File: src/rtl/dcache_vc.sv
// Direct-mapped write-back, no-write-allocate data cache with FIFO victim buffer.
// Define DCACHE_STATS_EN to add hit / victim-hit / miss counters.
`timescale 1ns/1ps
module dcache_vc #(
    parameter int IDX_BITS = 5,
    parameter int TAG_BITS = 8,
    parameter int VC_DEPTH = 2,
    parameter int GNT_W    = 8,
    localparam int AW      = TAG_BITS + IDX_BITS + 3
) (
    input  logic             clock,
    input  logic             reset,
    input  logic             req_valid,
    output logic             req_ready,
    input  logic             req_wr,
    input  logic [AW-1:0]    req_addr,
    input  logic [1:0]       req_size,
    input  logic [63:0]      req_wdata,
    input  logic [GNT_W-1:0] req_gnt,
    output logic             rsp_valid,
    output logic [63:0]      rsp_data,
    output logic [GNT_W-1:0] rsp_gnt,
    output logic             mem_req_valid,
    input  logic             mem_req_ready,
    output logic             mem_req_wr,
    output logic [AW-1:0]    mem_req_addr,
    output logic [63:0]      mem_req_wdata,
    output logic [1:0]       mem_req_size,
    input  logic             mem_rsp_valid,
    input  logic [63:0]      mem_rsp_data
`ifdef DCACHE_STATS_EN
    ,
    output logic [31:0]      hit_cnt,
    output logic [31:0]      vhit_cnt,
    output logic [31:0]      miss_cnt
`endif
);

    localparam int NL = 1 << IDX_BITS;
    localparam int LW = TAG_BITS + IDX_BITS;
    localparam int PW = (VC_DEPTH > 1) ? $clog2(VC_DEPTH) : 1;

    typedef enum logic [2:0] {
        S_IDLE, S_WR_FWD, S_FILL_REQ, S_FILL_WAIT, S_EVICT, S_RESP
    } state_e;

    state_e state_q;

    logic [63:0]         line_data_q [NL];
    logic [TAG_BITS-1:0] line_tag_q  [NL];
    logic [NL-1:0]       valid_q, dirty_q;
    logic [63:0]         vc_data_q [VC_DEPTH];
    logic [LW-1:0]       vc_line_q [VC_DEPTH];
    logic [VC_DEPTH-1:0] vc_valid_q, vc_dirty_q;
    logic [PW-1:0]       fifo_q;

    logic [IDX_BITS-1:0] r_idx_q;
    logic [TAG_BITS-1:0] r_tag_q;
    logic [2:0]          r_off_q;
    logic [1:0]          r_size_q;

    logic             req_ready_q, rsp_valid_q;
    logic [63:0]      rsp_data_q;
    logic [GNT_W-1:0] rsp_gnt_q;
    logic             mreq_valid_q, mreq_wr_q;
    logic [AW-1:0]    mreq_addr_q;
    logic [63:0]      mreq_wdata_q;
    logic [1:0]       mreq_size_q;

    function automatic logic [63:0] size_mask(input logic [1:0] s);
        logic [63:0] m;
        unique case (s)
            2'd0:    m = 64'h0000_0000_0000_00FF;
            2'd1:    m = 64'h0000_0000_0000_FFFF;
            2'd2:    m = 64'h0000_0000_FFFF_FFFF;
            default: m = '1;
        endcase
        return m;
    endfunction

    function automatic logic [63:0] extract(input logic [63:0] line,
                                            input logic [2:0] off,
                                            input logic [1:0] s);
        return (line >> {off, 3'b000}) & size_mask(s);
    endfunction

    // Bytes shifted past bit 63 fall off, so a line-crossing store is truncated.
    function automatic logic [63:0] merge(input logic [63:0] line,
                                          input logic [63:0] wd,
                                          input logic [2:0] off,
                                          input logic [1:0] s);
        logic [63:0] m;
        m = size_mask(s) << {off, 3'b000};
        return (line & ~m) | ((wd << {off, 3'b000}) & m);
    endfunction

    logic [2:0]          a_off;
    logic [IDX_BITS-1:0] a_idx, cur_idx;
    logic [TAG_BITS-1:0] a_tag, m_tag;
    logic                m_valid, m_dirty, main_hit, vhit, accept;
    logic [63:0]         m_data, v_data;
    logic [VC_DEPTH-1:0] vmatch;
    logic [PW-1:0]       vsel;
    logic                fill_done, fill_ev;

    assign a_off    = req_addr[2:0];
    assign a_idx    = req_addr[IDX_BITS+2:3];
    assign a_tag    = req_addr[AW-1:IDX_BITS+3];
    assign cur_idx  = (state_q == S_IDLE) ? a_idx : r_idx_q;
    assign m_valid  = valid_q[cur_idx];
    assign m_dirty  = dirty_q[cur_idx];
    assign m_tag    = line_tag_q[cur_idx];
    assign m_data   = line_data_q[cur_idx];
    assign main_hit = m_valid && (m_tag == a_tag);
    assign accept   = req_valid && req_ready_q;
    assign v_data   = vc_data_q[vsel];
    assign vhit     = (|vmatch) && !main_hit;
    assign fill_done = (state_q == S_FILL_WAIT) && mem_rsp_valid;
    assign fill_ev  = m_valid && vc_valid_q[fifo_q] && vc_dirty_q[fifo_q];

    always_comb begin
        vmatch = '0;
        vsel   = '0;
        for (int i = 0; i < VC_DEPTH; i++) begin
            vmatch[i] = vc_valid_q[i] && (vc_line_q[i] == {a_tag, a_idx});
            if (vmatch[i]) vsel = PW'(i);
        end
    end

    logic                main_we, main_wdirty;
    logic [63:0]         main_wdata;
    logic [TAG_BITS-1:0] main_wtag;
    logic                vc_we, vc_wvalid, vc_wdirty;
    logic [PW-1:0]       vc_wsel;
    logic [LW-1:0]       vc_wline;
    logic [63:0]         vc_wdata;

    always_comb begin
        main_we     = 1'b0;
        main_wdirty = 1'b0;
        main_wdata  = '0;
        main_wtag   = '0;
        vc_we       = 1'b0;
        vc_wvalid   = 1'b0;
        vc_wdirty   = 1'b0;
        vc_wsel     = '0;
        vc_wline    = '0;
        vc_wdata    = '0;
        if (accept && main_hit && req_wr) begin
            main_we     = 1'b1;
            main_wdirty = 1'b1;
            main_wtag   = a_tag;
            main_wdata  = merge(m_data, req_wdata, a_off, req_size);
        end else if (accept && vhit) begin
            // Swap: victim entry becomes the main line, old main line takes its slot.
            main_we     = 1'b1;
            main_wdirty = vc_dirty_q[vsel] | req_wr;
            main_wtag   = vc_line_q[vsel][LW-1:IDX_BITS];
            main_wdata  = req_wr ? merge(v_data, req_wdata, a_off, req_size) : v_data;
            vc_we       = 1'b1;
            vc_wsel     = vsel;
            vc_wvalid   = m_valid;
            vc_wdirty   = m_dirty;
            vc_wline    = {m_tag, cur_idx};
            vc_wdata    = m_data;
        end else if (fill_done) begin
            main_we    = 1'b1;
            main_wtag  = r_tag_q;
            main_wdata = mem_rsp_data;
            vc_we      = m_valid;
            vc_wsel    = fifo_q;
            vc_wvalid  = 1'b1;
            vc_wdirty  = m_dirty;
            vc_wline   = {m_tag, r_idx_q};
            vc_wdata   = m_data;
        end
    end

    always_ff @(posedge clock) begin
        if (main_we) begin
            line_data_q[cur_idx] <= main_wdata;
            line_tag_q[cur_idx]  <= main_wtag;
        end
        if (vc_we) begin
            vc_data_q[vc_wsel] <= vc_wdata;
            vc_line_q[vc_wsel] <= vc_wline;
        end
    end

    always_ff @(posedge clock or posedge reset) begin
        if (reset) begin
            state_q      <= S_IDLE;
            valid_q      <= '0;
            dirty_q      <= '0;
            vc_valid_q   <= '0;
            vc_dirty_q   <= '0;
            fifo_q       <= '0;
            r_idx_q      <= '0;
            r_tag_q      <= '0;
            r_off_q      <= '0;
            r_size_q     <= '0;
            req_ready_q  <= 1'b1;
            rsp_valid_q  <= 1'b0;
            rsp_data_q   <= '0;
            rsp_gnt_q    <= '0;
            mreq_valid_q <= 1'b0;
            mreq_wr_q    <= 1'b0;
            mreq_addr_q  <= '0;
            mreq_wdata_q <= '0;
            mreq_size_q  <= '0;
        end else begin
            rsp_valid_q <= 1'b0;
            if (main_we) begin
                valid_q[cur_idx] <= 1'b1;
                dirty_q[cur_idx] <= main_wdirty;
            end
            if (vc_we) begin
                vc_valid_q[vc_wsel] <= vc_wvalid;
                vc_dirty_q[vc_wsel] <= vc_wdirty;
            end
            unique case (state_q)
                S_IDLE: if (accept) begin
                    rsp_gnt_q <= req_gnt;
                    r_idx_q   <= a_idx;
                    r_tag_q   <= a_tag;
                    r_off_q   <= a_off;
                    r_size_q  <= req_size;
                    if (main_hit || vhit) begin
                        rsp_valid_q <= 1'b1;
                        rsp_data_q  <= req_wr ? 64'd0 :
                            extract(main_hit ? m_data : v_data, a_off, req_size);
                    end else begin
                        req_ready_q  <= 1'b0;
                        mreq_valid_q <= 1'b1;
                        mreq_wr_q    <= req_wr;
                        if (req_wr) begin
                            state_q      <= S_WR_FWD;
                            mreq_addr_q  <= req_addr;
                            mreq_wdata_q <= req_wdata;
                            mreq_size_q  <= req_size;
                        end else begin
                            state_q      <= S_FILL_REQ;
                            mreq_addr_q  <= {a_tag, a_idx, 3'b000};
                            mreq_wdata_q <= '0;
                            mreq_size_q  <= 2'd3;
                        end
                    end
                end
                S_WR_FWD: if (mem_req_ready) begin
                    mreq_valid_q <= 1'b0;
                    rsp_valid_q  <= 1'b1;
                    rsp_data_q   <= '0;
                    req_ready_q  <= 1'b1;
                    state_q      <= S_IDLE;
                end
                S_FILL_REQ: if (mem_req_ready) begin
                    mreq_valid_q <= 1'b0;
                    state_q      <= S_FILL_WAIT;
                end
                S_FILL_WAIT: if (mem_rsp_valid) begin
                    rsp_data_q <= extract(mem_rsp_data, r_off_q, r_size_q);
                    if (m_valid)
                        fifo_q <= (fifo_q == PW'(VC_DEPTH - 1)) ? '0 : fifo_q + 1'b1;
                    if (fill_ev) begin
                        mreq_valid_q <= 1'b1;
                        mreq_wr_q    <= 1'b1;
                        mreq_addr_q  <= {vc_line_q[fifo_q], 3'b000};
                        mreq_wdata_q <= vc_data_q[fifo_q];
                        mreq_size_q  <= 2'd3;
                        state_q      <= S_EVICT;
                    end else begin
                        rsp_valid_q <= 1'b1;
                        state_q     <= S_RESP;
                    end
                end
                S_EVICT: if (mem_req_ready) begin
                    mreq_valid_q <= 1'b0;
                    rsp_valid_q  <= 1'b1;
                    state_q      <= S_RESP;
                end
                S_RESP: begin
                    req_ready_q <= 1'b1;
                    state_q     <= S_IDLE;
                end
                default: state_q <= S_IDLE;
            endcase
        end
    end

    assign req_ready     = req_ready_q;
    assign rsp_valid     = rsp_valid_q;
    assign rsp_data      = rsp_data_q;
    assign rsp_gnt       = rsp_gnt_q;
    assign mem_req_valid = mreq_valid_q;
    assign mem_req_wr    = mreq_wr_q;
    assign mem_req_addr  = mreq_addr_q;
    assign mem_req_wdata = mreq_wdata_q;
    assign mem_req_size  = mreq_size_q;

`ifdef DCACHE_STATS_EN
    logic [31:0] hit_q, vhit_q, miss_q;

    always_ff @(posedge clock or posedge reset) begin
        if (reset) begin
            hit_q  <= '0;
            vhit_q <= '0;
            miss_q <= '0;
        end else if (accept) begin
            if (main_hit) begin
                if (hit_q != '1) hit_q <= hit_q + 1'b1;
            end else if (vhit) begin
                if (vhit_q != '1) vhit_q <= vhit_q + 1'b1;
            end else if (miss_q != '1) begin
                miss_q <= miss_q + 1'b1;
            end
        end
    end

    assign hit_cnt  = hit_q;
    assign vhit_cnt = vhit_q;
    assign miss_cnt = miss_q;
`endif

endmodule

File: config.mk
export PLATFORM = sky130hd
export DESIGN_NAME = dcache_vc
export DESIGN_NICKNAME = d
export VERILOG_FILES = /design/src/rtl/dcache_vc.sv
export SDC_FILE = /design/constraint.sdc
export NUM_CORES = 2
export LEC_CHECK = 0
export BUFFER_PORTS_ARGS = -buffer_cell sky130_fd_sc_hd__buf_2
export CORE_MARGIN = 2
export CORE_UTILIZATION = 25
export CTS_BUF_LIST = sky130_fd_sc_hd__clkbuf_8 sky130_fd_sc_hd__clkbuf_16
export CTS_CLUSTER_SIZE = 8
export DETAILED_ROUTE_END_ITERATION = 8
export PLACE_DENSITY = 0.47
export SYNTH_ARGS = -nofsm -noshare
export SYNTH_HDL_FRONTEND = slang
export SYNTH_SLANG_ARGS = --single-unit
File: constraint.sdc
create_clock -name clock -period 10.43 [get_ports clock]
set_input_delay 0.5215 -clock clock [delete_from_list [all_inputs] [get_ports clock]]
set_output_delay 0.5215 -clock clock [all_outputs]
set_load 0.005 [all_outputs]
==> results.yml <==
clock_tree:
  clock_latency_ns: 0.92
  clock-sinks: 2706
  numCtsBuffers: 383
  clock_path_buffers: 4
  cts_resized: 0
  root_buffer: "clkbuf_16"
  cts_setup_buffers: 0
  cts_tree: "done"
  cts_max_level: 5
  hold_buffers: 21
  path_clk_slew_ns: 0.06
finish:
  fin_nets: 10000
  drive_gt1_share_pct: 13.0
  fin_area_um2: 138000
  mostFrequentLayoutCells: "2,458 x edfxtp_1, 2,391 x nand2_1, 624 x nand3_1"
  syn2layout_area_growth_pct: 17.8
  fin_cells: 16200
  final_core_util_pct: 29.6
  final_common_cell: "edfxtp_1"
timing:
  worstMarginPinSlew_ns: 1.43
  fin_tns_setup_ns: 0
  fmax_mhz: 115
  slew_viol_final: 0
  rsz0062_at_grt: "no"
  setup_viol: 0
  fin_skew_ns: 0.0825
  hold_viol: 0
  slew_headroom_pct: 1.97
  setup_ws_ns: 1.74
  min_period_over_period_pct: 83.3
  min_period_ns: 8.69
floorplan:
  die_h_um: 689
  std_cell_rows: 251
  io_pins: 318
  core_um2: 467000
  initial_utilization_pct: 25.1
  die_x_um: 689
  dieArea_um2: 475000
power:
  vdd_drop_max_mv: 0.230
  leakagePower_uw: 0.0492
  power_density_nw_per_um2: 293
synthesis:
  synth_cell_type_count: 98
  async_reset_ff_share_pct: 9.16
  yosysWarnings: 0
  syn_avg_cell_area_um2: 12.2
  seq_area_frac_synth_pct: 68.2
  syn_nets: 9744
  synth_area_um2: 117000
  synth_ff_type: "edfxtp_1"
  synth_edf_count: 2458
  synth_seq_cells: 2706
  synthCells: 9584
hold_path:
  hp-class: "in2reg"
place:
  portBuffers: 317
  place_ws_ns: 1.92
  place_hpwl_um: 292000
  dpl_cell_area_um2: 127000
  routabilityCongestion: 0.961
  place_inst: 15600
detailed_routing:
  routed_via_density: 5.24
  wl_per_cell_um: 30.0
  postRouteAntennaNets: 0
  firstDrtPassIters: 6
  drt_iter0_drc: 10900
  drc: 0
  vias: 84900
  wirelength_um: 486000
run_status:
  status: "finished, final reports clean"
global_route:
  grt_pass1_vias: 79500
  track_usage_pct: 19.7
  grt_antenna_before_repair: 43
  gr-total-overflow: 0
  grt_pass1_wl_um: 664000
  grt_start_max_net_pins: 133
job:
  maxCapViolCount: 0
worst_setup_path:
  crit_required_ns: 10.93
  worstPathArrival_ns: 9.19
  path_class: "reg2reg"
  cp-start-kind: "register"
  critPathMaxFanout: 56
  worstSetupEndpointType: "register"
## cells by family (layout without fill, tap and decap cells)
family / after synthesis / count (layout) / share of synthesized area, %
simple gates: 4059 / 4059 / 15.2
other cells: 0 / 30 / 0
mux: 558 / 558 / 5.00
compound gates: 1468 / 1468 / 8.64
xor+xnor: 30 / 30 / 0.224
flops: 2706 / 2706 / 68.2
buf+inv: 763 / 1153 / 2.73
## through the flow
step / hold WS (ns) / total power (uW)
after floorplan: 0.424 / 22000
after global placement: 0.446 / 29200
after detailed placement: 0.448 / 29200
after CTS: 0.00298 / 40400
after global routing: 0.0583 / 42000
final: 0.0612 / 40500
## flip-flops by register name, summed over array words and instances, names as in the netlist, 2 cells and up
register       flops
mem_req_size       2
vc_data_q        128
rsp_gnt            8
r_size_q           2
vc_dirty_q         2
r_tag_q            8
mem_req_addr      16
valid_q           32
vc_line_q         26
rsp_data          64
vc_valid_q         2
r_off_q            3
line_tag_q       256
mem_req_wdata     64
r_idx_q            5
state_q            3
dirty_q           32
line_data_q     2048
## synthesized netlist by cell type (23+ instances only)
cell type / count / area [um2]
edfxtp_1: 2458 / 73800
o31ai_1: 33 / 248
dfrtp_1: 247 / 6180
o22ai_1: 50 / 313
o211ai_1: 25 / 188
a2111oi_0: 48 / 420
nand3_1: 625 / 3130
buf_2: 193 / 966
and3_1: 345 / 2160
a311oi_1: 262 / 2290
a211oi_1: 78 / 586
mux2_2: 78 / 878
nor2_1: 424 / 1590
nand2_1: 2393 / 8980
nand4_1: 24 / 150
a21oi_1: 191 / 956
and4_1: 68 / 596
buf_1: 116 / 435
inv_1: 23 / 86.3
nor3_1: 42 / 210
clkbuf_1: 412 / 1550
a31oi_1: 393 / 2460
xnor2_1: 27 / 236
o21ai_0: 217 / 1090
mux2i_1: 462 / 4620
## critical path: stages (launching register included)
cell	delay [ns]
dfrtp_1	0.74
buf_4	0.36
or3_1	0.36
buf_4	0.38
mux2i_4	0.72
buf_4	0.41
nor4_1	0.07
or4_1	0.56
or3_1	0.42
o21ai_0	0.22
nor4b_2	0.33
nand4_4	0.55
nor2_2	1.06
o311ai_4	0.41
nor2_4	0.87
buf_12	0.52
## worst paths after layout
| check | slack [ns] | start | cells after the start | endpoint |
|---|---|---|---|---|
| max | 1.74 | state_q[1]$_DFFE_PP0P_ | 15 | line_data_q[20][38]$_DFFE_PP_ |
| min | 0.06 | req_wdata[45] | 3 | mem_req_wdata[45]$_DFFE_PP0P_ |
| max reg2reg | 1.74 | state_q[1]$_DFFE_PP0P_ | 15 | line_data_q[20][38]$_DFFE_PP_ |
| min reg2reg | 0.46 | valid_q[30]$_DFFE_PP0P_ | 1 | valid_q[30]$_DFFE_PP0P_ |
| max in group asynchronous | 8.51 | reset | 4 | mem_req_wdata[21]$_DFFE_PP0P_ |
| min in group asynchronous | 0.28 | reset | 3 | mem_req_addr[9]$_DFFE_PP0P_ |
## power by group
| group | switching (uW) | internal (uW) |
|---|---|---|
| Sequential | 494 | 12700 |
| Combinational | 12000 | 4030 |
| Clock | 4650 | 6620 |
| Total | 17100 | 23300 |
## final cells by class
class	instances	area (um2)
fill	47500	329000
sequential	2706	80000
multi-input combinational	6115	35100
clock buffer	393	9790
tap	6198	7750
timing repair buffer	612	4500
clock inverter	124	713
inverter	24	120
antenna	30	75.1
## metal layers
layer	track usage [%]	part of all wire (%)
met3	3.42	7.9
met5	0	0.014
met1	26.6	42
met4	9.28	5.3
met2	30.5	45
Note: power is estimated with default switching activity, not from simulation.
